`config.mk`:
```
export PLATFORM = sky130hd
export DESIGN_NAME = lane_permute_pipe_flat
export DESIGN_NICKNAME = d
export VERILOG_FILES = /design/src/rtl/lane_permute_pipe_if.sv /design/src/rtl/lane_permute_pipe.sv /design/src/flat_wrapper.sv
export SDC_FILE = /design/constraint.sdc
export NUM_CORES = 1
export LEC_CHECK = 0
export ABC_AREA = 1
export CAP_MARGIN = 20
export CORE_MARGIN = 8
export CORE_UTILIZATION = 40
export DETAILED_ROUTE_END_ITERATION = 8
export PLACE_DENSITY = 0.67
export SLEW_MARGIN = 5
export SYNTH_ARGS = -nofsm -noshare
export SYNTH_HDL_FRONTEND = slang
export SYNTH_SLANG_ARGS = --single-unit
```
`constraint.sdc`:
```
create_clock -name CLK -period 2.4 [get_ports CLK]
set_clock_uncertainty 0.1 [all_clocks]
set_input_delay 0.6 -clock CLK [delete_from_list [all_inputs] [get_ports CLK]]
set_output_delay 0.6 -clock CLK [all_outputs]
set_load 0.1 [all_outputs]
```
`src/rtl/lane_permute_pipe_if.sv`:
```
// Handshake bundle for lane_permute_pipe.
// Carries the input side (valid/ready, data word, permutation mode, rotate amount)
// and the output side (valid/ready, permuted word).
//   slave  : the pipeline's view (consumes in_*, produces out_*)
//   master : the surrounding logic's view (source and sink)
interface lane_permute_pipe_if #(
  parameter int WIDTH = 16,
  parameter int LANE  = 8
);
  localparam int LANES = WIDTH / LANE;
  localparam int ROT_W = ($clog2(LANES) > 1) ? $clog2(LANES) : 1;

  logic             in_valid;
  logic             in_ready;
  logic [WIDTH-1:0] in_data;
  logic [1:0]       in_mode;
  logic [ROT_W-1:0] in_rot;
  logic             out_valid;
  logic             out_ready;
  logic [WIDTH-1:0] out_data;

  modport slave (
    input  in_valid, in_data, in_mode, in_rot, out_ready,
    output in_ready, out_valid, out_data
  );

  modport master (
    output in_valid, in_data, in_mode, in_rot, out_ready,
    input  in_ready, out_valid, out_data
  );
endinterface

```
`src/rtl/lane_permute_pipe.sv`:
```
// Elastic lane-permuting pipeline.
// Splits each accepted word into LANES = WIDTH/LANE lanes, reorders the lanes
// according to in_mode (0 pass, 1 reverse, 2 rotate toward MSB by in_rot,
// 3 swap adjacent lane pairs), then carries the result through DEPTH
// valid/ready register stages. Bits inside a lane are never reordered.
// Ports:
//   CLK           rising-edge clock
//   ASYNCRESET_N  asynchronous active-low reset; empties the pipe and zeroes data
//   bus           lane_permute_pipe_if.slave: in_valid/in_ready/in_data/in_mode/
//                 in_rot on the input side, out_valid/out_ready/out_data on the output
//   occupancy     number of full stages
module lane_permute_pipe #(
  parameter  int WIDTH = 16,
  parameter  int LANE  = 8,
  parameter  int DEPTH = 2,
  localparam int OCC_W = $clog2(DEPTH + 1)
) (
  input  logic                CLK,
  input  logic                ASYNCRESET_N,
  lane_permute_pipe_if.slave  bus,
  output logic [OCC_W-1:0]    occupancy
);

  localparam int LANES = WIDTH / LANE;

  // Source lane for output lane j; rot is already reduced modulo LANES.
  function automatic int src_lane(input int j, input logic [1:0] mode, input int rot);
    case (mode)
      2'd0:    return j;
      2'd1:    return LANES - 1 - j;
      2'd2:    return (j - rot + LANES) % LANES;
      // With an odd lane count the top lane has no partner and passes through.
      default: return ((j ^ 1) < LANES) ? (j ^ 1) : j;
    endcase
  endfunction

  logic [WIDTH-1:0] perm_data;
  int               rot_lanes;

  // NOTE: every variable written in a combinational block gets a default first,
  // so no path leaves it unassigned and no latch is inferred.
  always_comb begin
    perm_data = '0;
    rot_lanes = int'(bus.in_rot) % LANES;
    for (int j = 0; j < LANES; j++) begin
      perm_data[j*LANE +: LANE] = bus.in_data[src_lane(j, bus.in_mode, rot_lanes)*LANE +: LANE];
    end
  end

  logic [WIDTH-1:0] data_q [DEPTH];
  logic [DEPTH-1:0] full_q;

  // A stage may advance when it or any stage downstream of it has room, or the
  // sink is taking a word. Built as a running OR from the output end so the
  // ready path stays purely combinational from out_ready.
  logic [DEPTH-1:0] adv;

  always_comb begin
    logic room;
    adv  = '0;
    room = bus.out_ready;
    for (int i = DEPTH - 1; i >= 0; i--) begin
      room   = room | ~full_q[i];
      adv[i] = room;
    end
  end

  // What each stage would load: the permuter for stage 0, the previous stage otherwise.
  logic [WIDTH-1:0] up_data  [DEPTH];
  logic [DEPTH-1:0] up_valid;

  always_comb begin
    up_valid    = '0;
    up_valid[0] = bus.in_valid;
    up_data[0]  = perm_data;
    for (int i = 1; i < DEPTH; i++) begin
      up_valid[i] = full_q[i-1];
      up_data[i]  = data_q[i-1];
    end
  end

  // NOTE: sequential state uses non-blocking assignments so every stage samples
  // the pre-edge value of its upstream neighbour.
  always_ff @(posedge CLK or negedge ASYNCRESET_N) begin
    if (!ASYNCRESET_N) begin
      full_q <= '0;
      // NOTE: the data registers are reset too, so out_data reads 0 rather than X
      // after reset; this is a handful of flops, not a RAM.
      for (int i = 0; i < DEPTH; i++) begin
        data_q[i] <= '0;
      end
    end else begin
      for (int i = 0; i < DEPTH; i++) begin
        if (adv[i]) begin
          full_q[i] <= up_valid[i];
          // Data only moves with a real word, so an emptied stage keeps its last value.
          if (up_valid[i]) begin
            data_q[i] <= up_data[i];
          end
        end
      end
    end
  end

  always_comb begin
    occupancy = '0;
    for (int i = 0; i < DEPTH; i++) begin
      occupancy = occupancy + OCC_W'(full_q[i]);
    end
  end

  assign bus.in_ready  = adv[0];
  assign bus.out_valid = full_q[DEPTH-1];
  assign bus.out_data  = data_q[DEPTH-1];

endmodule

```
`src/flat_wrapper.sv`:
```
// flat-port wrapper written by rule: the top's interface ports become plain ports
module lane_permute_pipe_flat 
#(
  parameter  int WIDTH = 16,
  parameter  int LANE  = 8,
  parameter  int DEPTH = 2,
  localparam int OCC_W = $clog2(DEPTH + 1)
)
  (CLK, ASYNCRESET_N, occupancy, bus_in_valid, bus_in_data, bus_in_mode, bus_in_rot, bus_out_ready, bus_in_ready, bus_out_valid, bus_out_data);
  lane_permute_pipe_if #(.WIDTH(WIDTH), .LANE(LANE)) bus_i ();
  input  logic CLK;
  input  logic ASYNCRESET_N;
  output logic [OCC_W-1:0] occupancy;
  input wire logic [$bits(bus_i.in_valid)-1:0] bus_in_valid;
  input wire logic [$bits(bus_i.in_data)-1:0] bus_in_data;
  input wire logic [$bits(bus_i.in_mode)-1:0] bus_in_mode;
  input wire logic [$bits(bus_i.in_rot)-1:0] bus_in_rot;
  input wire logic [$bits(bus_i.out_ready)-1:0] bus_out_ready;
  output wire logic [$bits(bus_i.in_ready)-1:0] bus_in_ready;
  output wire logic [$bits(bus_i.out_valid)-1:0] bus_out_valid;
  output wire logic [$bits(bus_i.out_data)-1:0] bus_out_data;
  assign bus_i.in_valid = bus_in_valid;
  assign bus_i.in_data = bus_in_data;
  assign bus_i.in_mode = bus_in_mode;
  assign bus_i.in_rot = bus_in_rot;
  assign bus_i.out_ready = bus_out_ready;
  assign bus_in_ready = bus_i.in_ready;
  assign bus_out_valid = bus_i.out_valid;
  assign bus_out_data = bus_i.out_data;
  lane_permute_pipe #(.WIDTH(WIDTH), .LANE(LANE), .DEPTH(DEPTH)) u_core (.CLK(CLK), .ASYNCRESET_N(ASYNCRESET_N), .bus(bus_i), .occupancy(occupancy));
endmodule
```
### Word level (Yosys, flattened, before mapping)

Index checks and enable logic that the tools add are counted.

| cells by class | value |
|---|---|
| add/sub/neg operators | 5 |
| multiply operators | 0 |
| divide/modulo/power cells | 0 |
| order comparisons | 0 |
| equal/unequal tests | 1 |
| shift operators | 2 |
| muxes and demuxes | 2 |
| bitwise operators | 6 |
| reduce and logical (&&, ||, !) cells | 3 |

Operator list:

| kind | number |
|---|---|
| $pmux W29 S2 | 2 |
| $add A32 B3 Y32 const B | 2 |
| $shiftx A16 B32 Y8 | 2 |
| $reduce_and A2 Y1 | 2 |
| $sub A1 B1 Y2 const A | 2 |
| $add A1 B1 Y2 | 1 |
| $and A1 B1 Y1 | 2 |
| $eq A2 B2 Y1 const B | 1 |
| $logic_not A2 Y1 | 1 |
| $not A1 Y1 | 2 |
| $or A1 B1 Y1 | 2 |

| storage, ports and cells | value |
|---|---|
| register bits | 34 |
| latch bits | 0 |
| memory bits (writable) | 0 |
| memory bits (read-only) | 0 |
| input port bits | 23 |
| word-level logic and storage cells | 23 |
| memories kept | 0 |

### Depth between registers and ports, before layout

Gate-level depths: netlist (run 1).

| logic depth | value |
|---|---|
| word-level depth | 5 |
| mapped depth | 7 |
| depth with buffers taken out | 6 |

### Worst setup path after synthesis (run 1)

Ideal clock, no wire load.

| timing path | value |
|---|---|
| kind | flip-flop to output port |
| from | register u_core.full_q[1] |
| to | output port occupancy[1] |
| arrival | 1.918 ns |
| data required time | 1.700 ns |
| setup slack | -0.218 ns |
| stages on the path, launching flop included | 2 |
| buffers on the path | 0 |
| cell sequence | dfrtp_1 > ha_1 |

| on the way | value |
|---|---|
| longest elaborated chain between the ends | 1 |

RTL lines:

| element | RTL line | RTL |
|---|---|---|
| start, declared | lane_permute_pipe.sv:51 | `logic [DEPTH-1:0] full_q;` |
| start signal, assigned by index | lane_permute_pipe.sv:95 | `full_q[i] <= up_valid[i];` |
| $add A1 B1 Y2 | lane_permute_pipe.sv:108 | `occupancy = occupancy + OCC_W'(full_q[i]);` |
| end, declared | flat_wrapper.sv:13 | `output logic [OCC_W-1:0] occupancy;` |

No other way between the ends.

### Final worst setup path (run 1)

| timing path | value |
|---|---|
| from | input port bus_out_ready |
| to | output port bus_in_ready |

| on the way | value |
|---|---|
| longest elaborated chain between the ends | 2 |

RTL lines:

| element | RTL line | RTL |
|---|---|---|
| start, declared | flat_wrapper.sv:18 | `input wire logic [$bits(bus_i.out_ready)-1:0] bus_out_ready;` |
| $or A1 B1 Y1 (2 in series) | lane_permute_pipe.sv:63 | `room = room \| ~full_q[i];` |
| end, declared | flat_wrapper.sv:19 | `output wire logic [$bits(bus_i.in_ready)-1:0] bus_in_ready;` |

No other way between the ends.

==> flow_metrics.py, run 1 <==
metrics = {
    "status": {
        "status": "finished, final reports clean",
    },
    "run": {
        "maxCapViolCount": 0,
    },
    "cells_and_area": {
        "area_growth_pct": 22.4,
        "nets": 266,
        "drive_gt1_frac": 0.153,
        "final_cell_mix": "114 x nand2_1, 34 x dfrtp_1, 32 x nand3_1",
        "final_cells": 294,
        "layout_commonest_cell": "nand2_1",
        "antenna-diode-count": 0,
        "final_area_um2": 2100,
    },
    "synthesis": {
        "ys_seq_area_frac": 0.496,
        "syn_area_per_cell_um2": 7.98,
        "synth_top_area_cell": "dfrtp_1",
        "synth_xor_area_frac": 0,
        "ys_ff_latch": 34,
        "synthCells": 215,
        "synth_simple_gate_area_frac": 0.379,
        "synth_top_family_by_area": "simple AND/OR/NAND/NOR gates",
        "synth-warning-count": 0,
        "syn-cell-area_um2": 1720,
        "yosysTopAreaCellShare": 0.496,
        "ys_types": 13,
        "synth_compound_area_frac": 0,
        "synthMuxAreaShare": 0,
        "synth_adder_area_share": 0.00729,
        "synth_area_leaders": "dfrtp_1 50%, nand2_1 25%, nand3_1 9.3%",
        "synth_fp_nets": 239,
    },
    "sta": {
        "timing.hold.ws_ps": 370,
        "setup_viol": 0,
        "maxSlewHeadroom": 0.720,
        "hold_viol": 0,
        "period_needed_ps": 2150,
        "fin_setup_tns_ps": 0,
        "worst_slew_pin_slew_ps": 420,
        "rsz0062_at_grt": "false",
        "drv_slew": 0,
        "fmax_mhz": 466,
        "setup_ws_ps": 254,
        "period_share": 0.894,
    },
    "placement": {
        "dp_cells": 287,
        "gp_congestion": 0.763,
        "pre_cts_ws_ps": 248,
        "portBuffers": 42,
        "place_hpwl_um": 2620,
        "place_area_um2": 2030,
    },
    "pwr": {
        "p_leak_nw": 1.14,
        "internal_power_mw": 1.17,
        "pwr-share-seq": 0.331,
        "comb_power_share": 0.508,
        "swShare": 0.501,
        "p_switching_mw": 1.17,
        "p_per_area_nw_per_um2": 1110,
        "ir_drop_v": 0.000298,
        "clockPowerShare": 0.162,
    },
    "route": {
        "drc_errors": 0,
        "via_per_inst": 4.73,
        "wl_met3_um": 273,
        "wl_met1_um": 1730,
        "highest_layer": "met4",
        "first_pass_iters": 4,
        "routedWlPerCell_um": 12.1,
        "drtIter0Drc": 69,
        "wirelength_um": 3550,
        "final_antenna_net_count": 0,
        "wl_met2_um": 1470,
        "vias": 1391,
    },
    "grt": {
        "grt_overflow": 0,
        "grt_antenna_before_repair": 0,
        "grt_pass1_wl_um": 6390,
        "grt_max_degree": 35,
        "grt.total_usage": 0.121,
        "grt_pass1_vias": 1402,
    },
    "setup_path": {
        "crit_path_end_kind": "output port",
        "critPathKind": "in2out",
        "required_ps": 1700,
        "crit_arrival_ps": 1450,
        "crit_path_max_fanout": 3,
        "rrSetupSlack_ps": 1040,
        "startpoint_type": "primary input",
    },
    "clock_tree": {
        "cts_tree": "yes",
        "htree_num_levels": 2,
        "post_cts_resized": 0,
        "clk_pin_slew_worst_paths_ps": 60,
        "cts_buffer_depth": 2,
        "root_buffer": "clkbuf_8",
        "hold_buffers": 0,
        "clk_latency_ps": 280,
        "numCtsBuffers": 5,
        "cts.sink_count": 34,
        "post-cts-setup-buffers": 0,
    },
    "floorplan": {
        "rows": 24,
        "die_w_um": 81.5,
        "core-area_um2": 4230,
        "die_h_um": 81.5,
        "start_util": 0.405,
        "io_pins": 43,
        "die_area_um2": 6640,
    },
    "hold_path": {
        "min_path_type": "reg2reg",
    },
}
-- synthesized netlist by cell type --
library cell	instances
buf_2	4
buf_4	18
buf_6	3
dfrtp_1	34
ha_1	1
inv_1	1
inv_2	1
inv_4	1
nand2_1	114
nand2_2	4
nand2_8	1
nand3_1	32
nand3_4	1
-- power by group through the flow --
stage	clock, mW	sequential (mW)	combinational, mW
detailed placement	0	0.785	1.20
CTS	0.394	0.776	1.20
global placement	0	0.781	1.20
finish	0.379	0.774	1.19
global route	0.416	0.792	1.26
floorplan	0	0.792	1.03
-- worst max-delay path: stages --
cell and delay, ps:
clkdlybuf4s50_1 400, inv_1 110, nand3_4 130, buf_12 200
-- per-stage QoR --
step	power (mW)	utilization
after floorplan	1.82	-
after global placement	1.98	0.478
after detailed placement	1.99	0.478
after CTS	2.37	0.496
after global routing	2.47	0.496
final	2.34	0.496
-- metal layers --
| layer | track usage | vias up |
|---|---|---|
| met2 | 0.186 | 40 |
| li1 | - | 708 |
| met5 | 0 | - |
| met3 | 0.0372 | 6 |
| met1 | 0.152 | 637 |
| met4 | 0.0536 | 0 |
-- final timing paths --
check / startpoint / endpoint / cells past startpoint
worst max-delay path: bus_out_ready / bus_in_ready / 4
min in group asynchronous: ASYNCRESET_N / u_core.data_q[28] / 2
worst min-delay path: u_core.bus.out_data[15] / u_core.bus.out_data[15] / 2
max in group asynchronous: ASYNCRESET_N / u_core.data_q[17] / 2
worst min register to register: u_core.bus.out_data[15] / u_core.bus.out_data[15] / 2
worst max register to register: u_core.full_q[0] / u_core.data_q[29] / 6
-- cells by family after synthesis --
logic type | count (synthesis)
adders and majority gates | 1
buffers and inverters | 28
and+or+nand+nor | 152
DFF | 34
-- state kept, by name (all words and copies together) (netlist names) --
signal	flops
u_core.data_q	16
u_core.full_q	2
u_core.bus.out_data	16
-- layout make-up --
cell class                      count  area (um2)
Clock buffer                        7        76.3
Fill cell                         431        2130
Inverter                            3        13.8
Multi-Input combinational cell    153         666
Sequential cell                    34         851
Tap cell                           52        65.1
Timing Repair Buffer               45         430
Power figures use the tool's default switching activity.
==> inputs of run 2 (changes only) <==
Settings changed: CTS_BUF_LIST from default to sky130_fd_sc_hd__clkbuf_16.
==> flow_metrics.py, run 2 (synthesized netlist as in run 1, its figures left out) <==
metrics = {
    "status": {
        "status": "finished, final reports clean",
    },
    "clock_tree": {
        "numCtsBuffers": 5,
        "clk_pin_slew_worst_paths_ps": 50,
        "root_buffer": "clkbuf_16",
        "cts_tree": "yes",
        "cts_buffer_depth": 2,
        "clk_latency_ps": 270,
        "htree_num_levels": 2,
        "post_cts_resized": 0,
        "post-cts-setup-buffers": 0,
        "cts.sink_count": 34,
        "hold_buffers": 0,
    },
    "grt": {
        "grt_max_degree": 35,
        "grtUsageMet1": 0.151,
        "grt.busiest_layer": "met2",
        "grt_use_met3": 0.0438,
        "grt_overflow": 0,
        "grt_antenna_before_repair": 0,
        "grt.total_usage": 0.122,
        "grt_pass1_wl_um": 6420,
        "grt_pass1_vias": 1415,
        "use_met2": 0.189,
    },
    "setup_path": {
        "max_stage_delay_ps": 400,
        "startpoint_type": "primary input",
        "critPathKind": "in2out",
        "crit_path_end_kind": "output port",
        "cp_slowest_cell": "clkdlybuf4s50_1",
        "crit_arrival_ps": 1450,
        "critPathTopFamily": "buffers and inverters",
        "crit_buf_inv": 3,
        "crit_chain": "clkdlybuf4s50_1, inv_1, nand3_4, buf_12",
        "crit_path_max_fanout": 3,
        "required_ps": 1700,
    },
    "route": {
        "wirelength_um": 3560,
        "first_pass_iters": 4,
        "drc_errors": 0,
        "drtIter0Drc": 79,
        "final_antenna_net_count": 0,
        "routedWlPerCell_um": 12.1,
        "via_per_inst": 4.77,
        "vias": 1403,
    },
    "floorplan": {
        "die_h_um": 81.5,
        "rows": 24,
        "core-area_um2": 4230,
        "start_util": 0.405,
        "io_pins": 43,
        "die_area_um2": 6640,
        "die_w_um": 81.5,
    },
    "hold_path": {
        "min_path_type": "reg2reg",
    },
    "sta": {
        "period_share": 0.894,
        "rsz0062_at_grt": "false",
        "fmax_mhz": 466,
        "period_needed_ps": 2150,
        "drv_slew": 0,
        "hold_viol": 0,
        "worst_slew_pin_slew_ps": 419,
        "maxSlewHeadroom": 0.720,
        "setup_viol": 0,
        "fin_setup_tns_ps": 0,
    },
    "pwr": {
        "p_per_area_nw_per_um2": 1180,
        "p_leak_nw": 1.17,
        "ir_drop_v": 0.000353,
        "fin_total_pwr_mw": 2.54,
    },
    "cells_and_area": {
        "seq_area_um2": 851,
        "area_growth_pct": 25.7,
        "layout_commonest_cell": "nand2_1",
        "multiInputGateArea_um2": 666,
        "fillers": 420,
        "nets": 266,
        "antenna-diode-count": 0,
        "final_cell_mix": "114 x nand2_1, 34 x dfrtp_1, 32 x nand3_1",
        "drive_gt1_frac": 0.153,
    },
    "placement": {
        "portBuffers": 42,
        "place_hpwl_um": 2620,
        "gp_congestion": 0.763,
    },
    "run": {
        "maxCapViolCount": 0,
    },
}
## run 2: cell count changes in the layout (fill, tap and decap cells not counted)
cell	previous run	this run
clkbuf_16	0	5
clkbuf_8	5	0
clkbuf_1	2	0
inv_1	1	3
## run 2: worst paths after layout
kind,slack [ps],end,startpoint,cells past startpoint
setup / recovery,250,bus_in_ready,bus_out_ready,4
hold / removal,370,u_core.bus.out_data[15],u_core.bus.out_data[15],2
setup reg to reg,1040,u_core.data_q[29],u_core.full_q[0],6
hold reg to reg,370,u_core.bus.out_data[15],u_core.bus.out_data[15],2
max in group asynchronous,1270,u_core.data_q[17],ASYNCRESET_N,2
min in group asynchronous,620,u_core.data_q[28],ASYNCRESET_N,2
## run 2: tightest hold or removal path, delay by kind of cell, from the launching register on
family        cells  cell delay, ps
flops             1             340
simple gates      2             100
## run 2: cell type report
| type | instances | area share |
|---|---|---|
| clock buffer | 5 | 0.0580 |
| clock inverter | 2 | 0.00348 |
| inverter | 3 | 0.00638 |
| multi-input combinational | 153 | 0.308 |
| sequential | 34 | 0.394 |
| tap | 52 | 0.0301 |
| timing repair buffer | 45 | 0.199 |
## run 2: power by group
group | switching (mW) | internal (mW)
Combinational | 0.922 | 0.267
Sequential | 0.0720 | 0.704
Clock | 0.203 | 0.369
## run 2: layer usage
metal | up-vias | part of all wire | routed length (um)
met4 | 0 | 0.017 | 61
met5 | - | 0 | 0
met3 | 5 | 0.082 | 292
met1 | 643 | 0.48 | 1710
li1 | 712 | - | -
met2 | 43 | 0.42 | 1500
## run 2: through the flow
step | std cells | cell area [um2] | hold WS (ps) | setup slack, ps | util
3_5_place_dp | 287 | 2030 | 360 | 248 | 0.478
2_1_floorplan | 215 | 1720 | 204 | 22.8 | -
5_1_grt | 294 | 2160 | 392 | 222 | 0.510
4_1_cts | 294 | 2160 | 373 | 250 | 0.510
3_3_place_gp | 287 | 2030 | 355 | 263 | 0.478
6_report | 294 | 2160 | 366 | 254 | 0.510
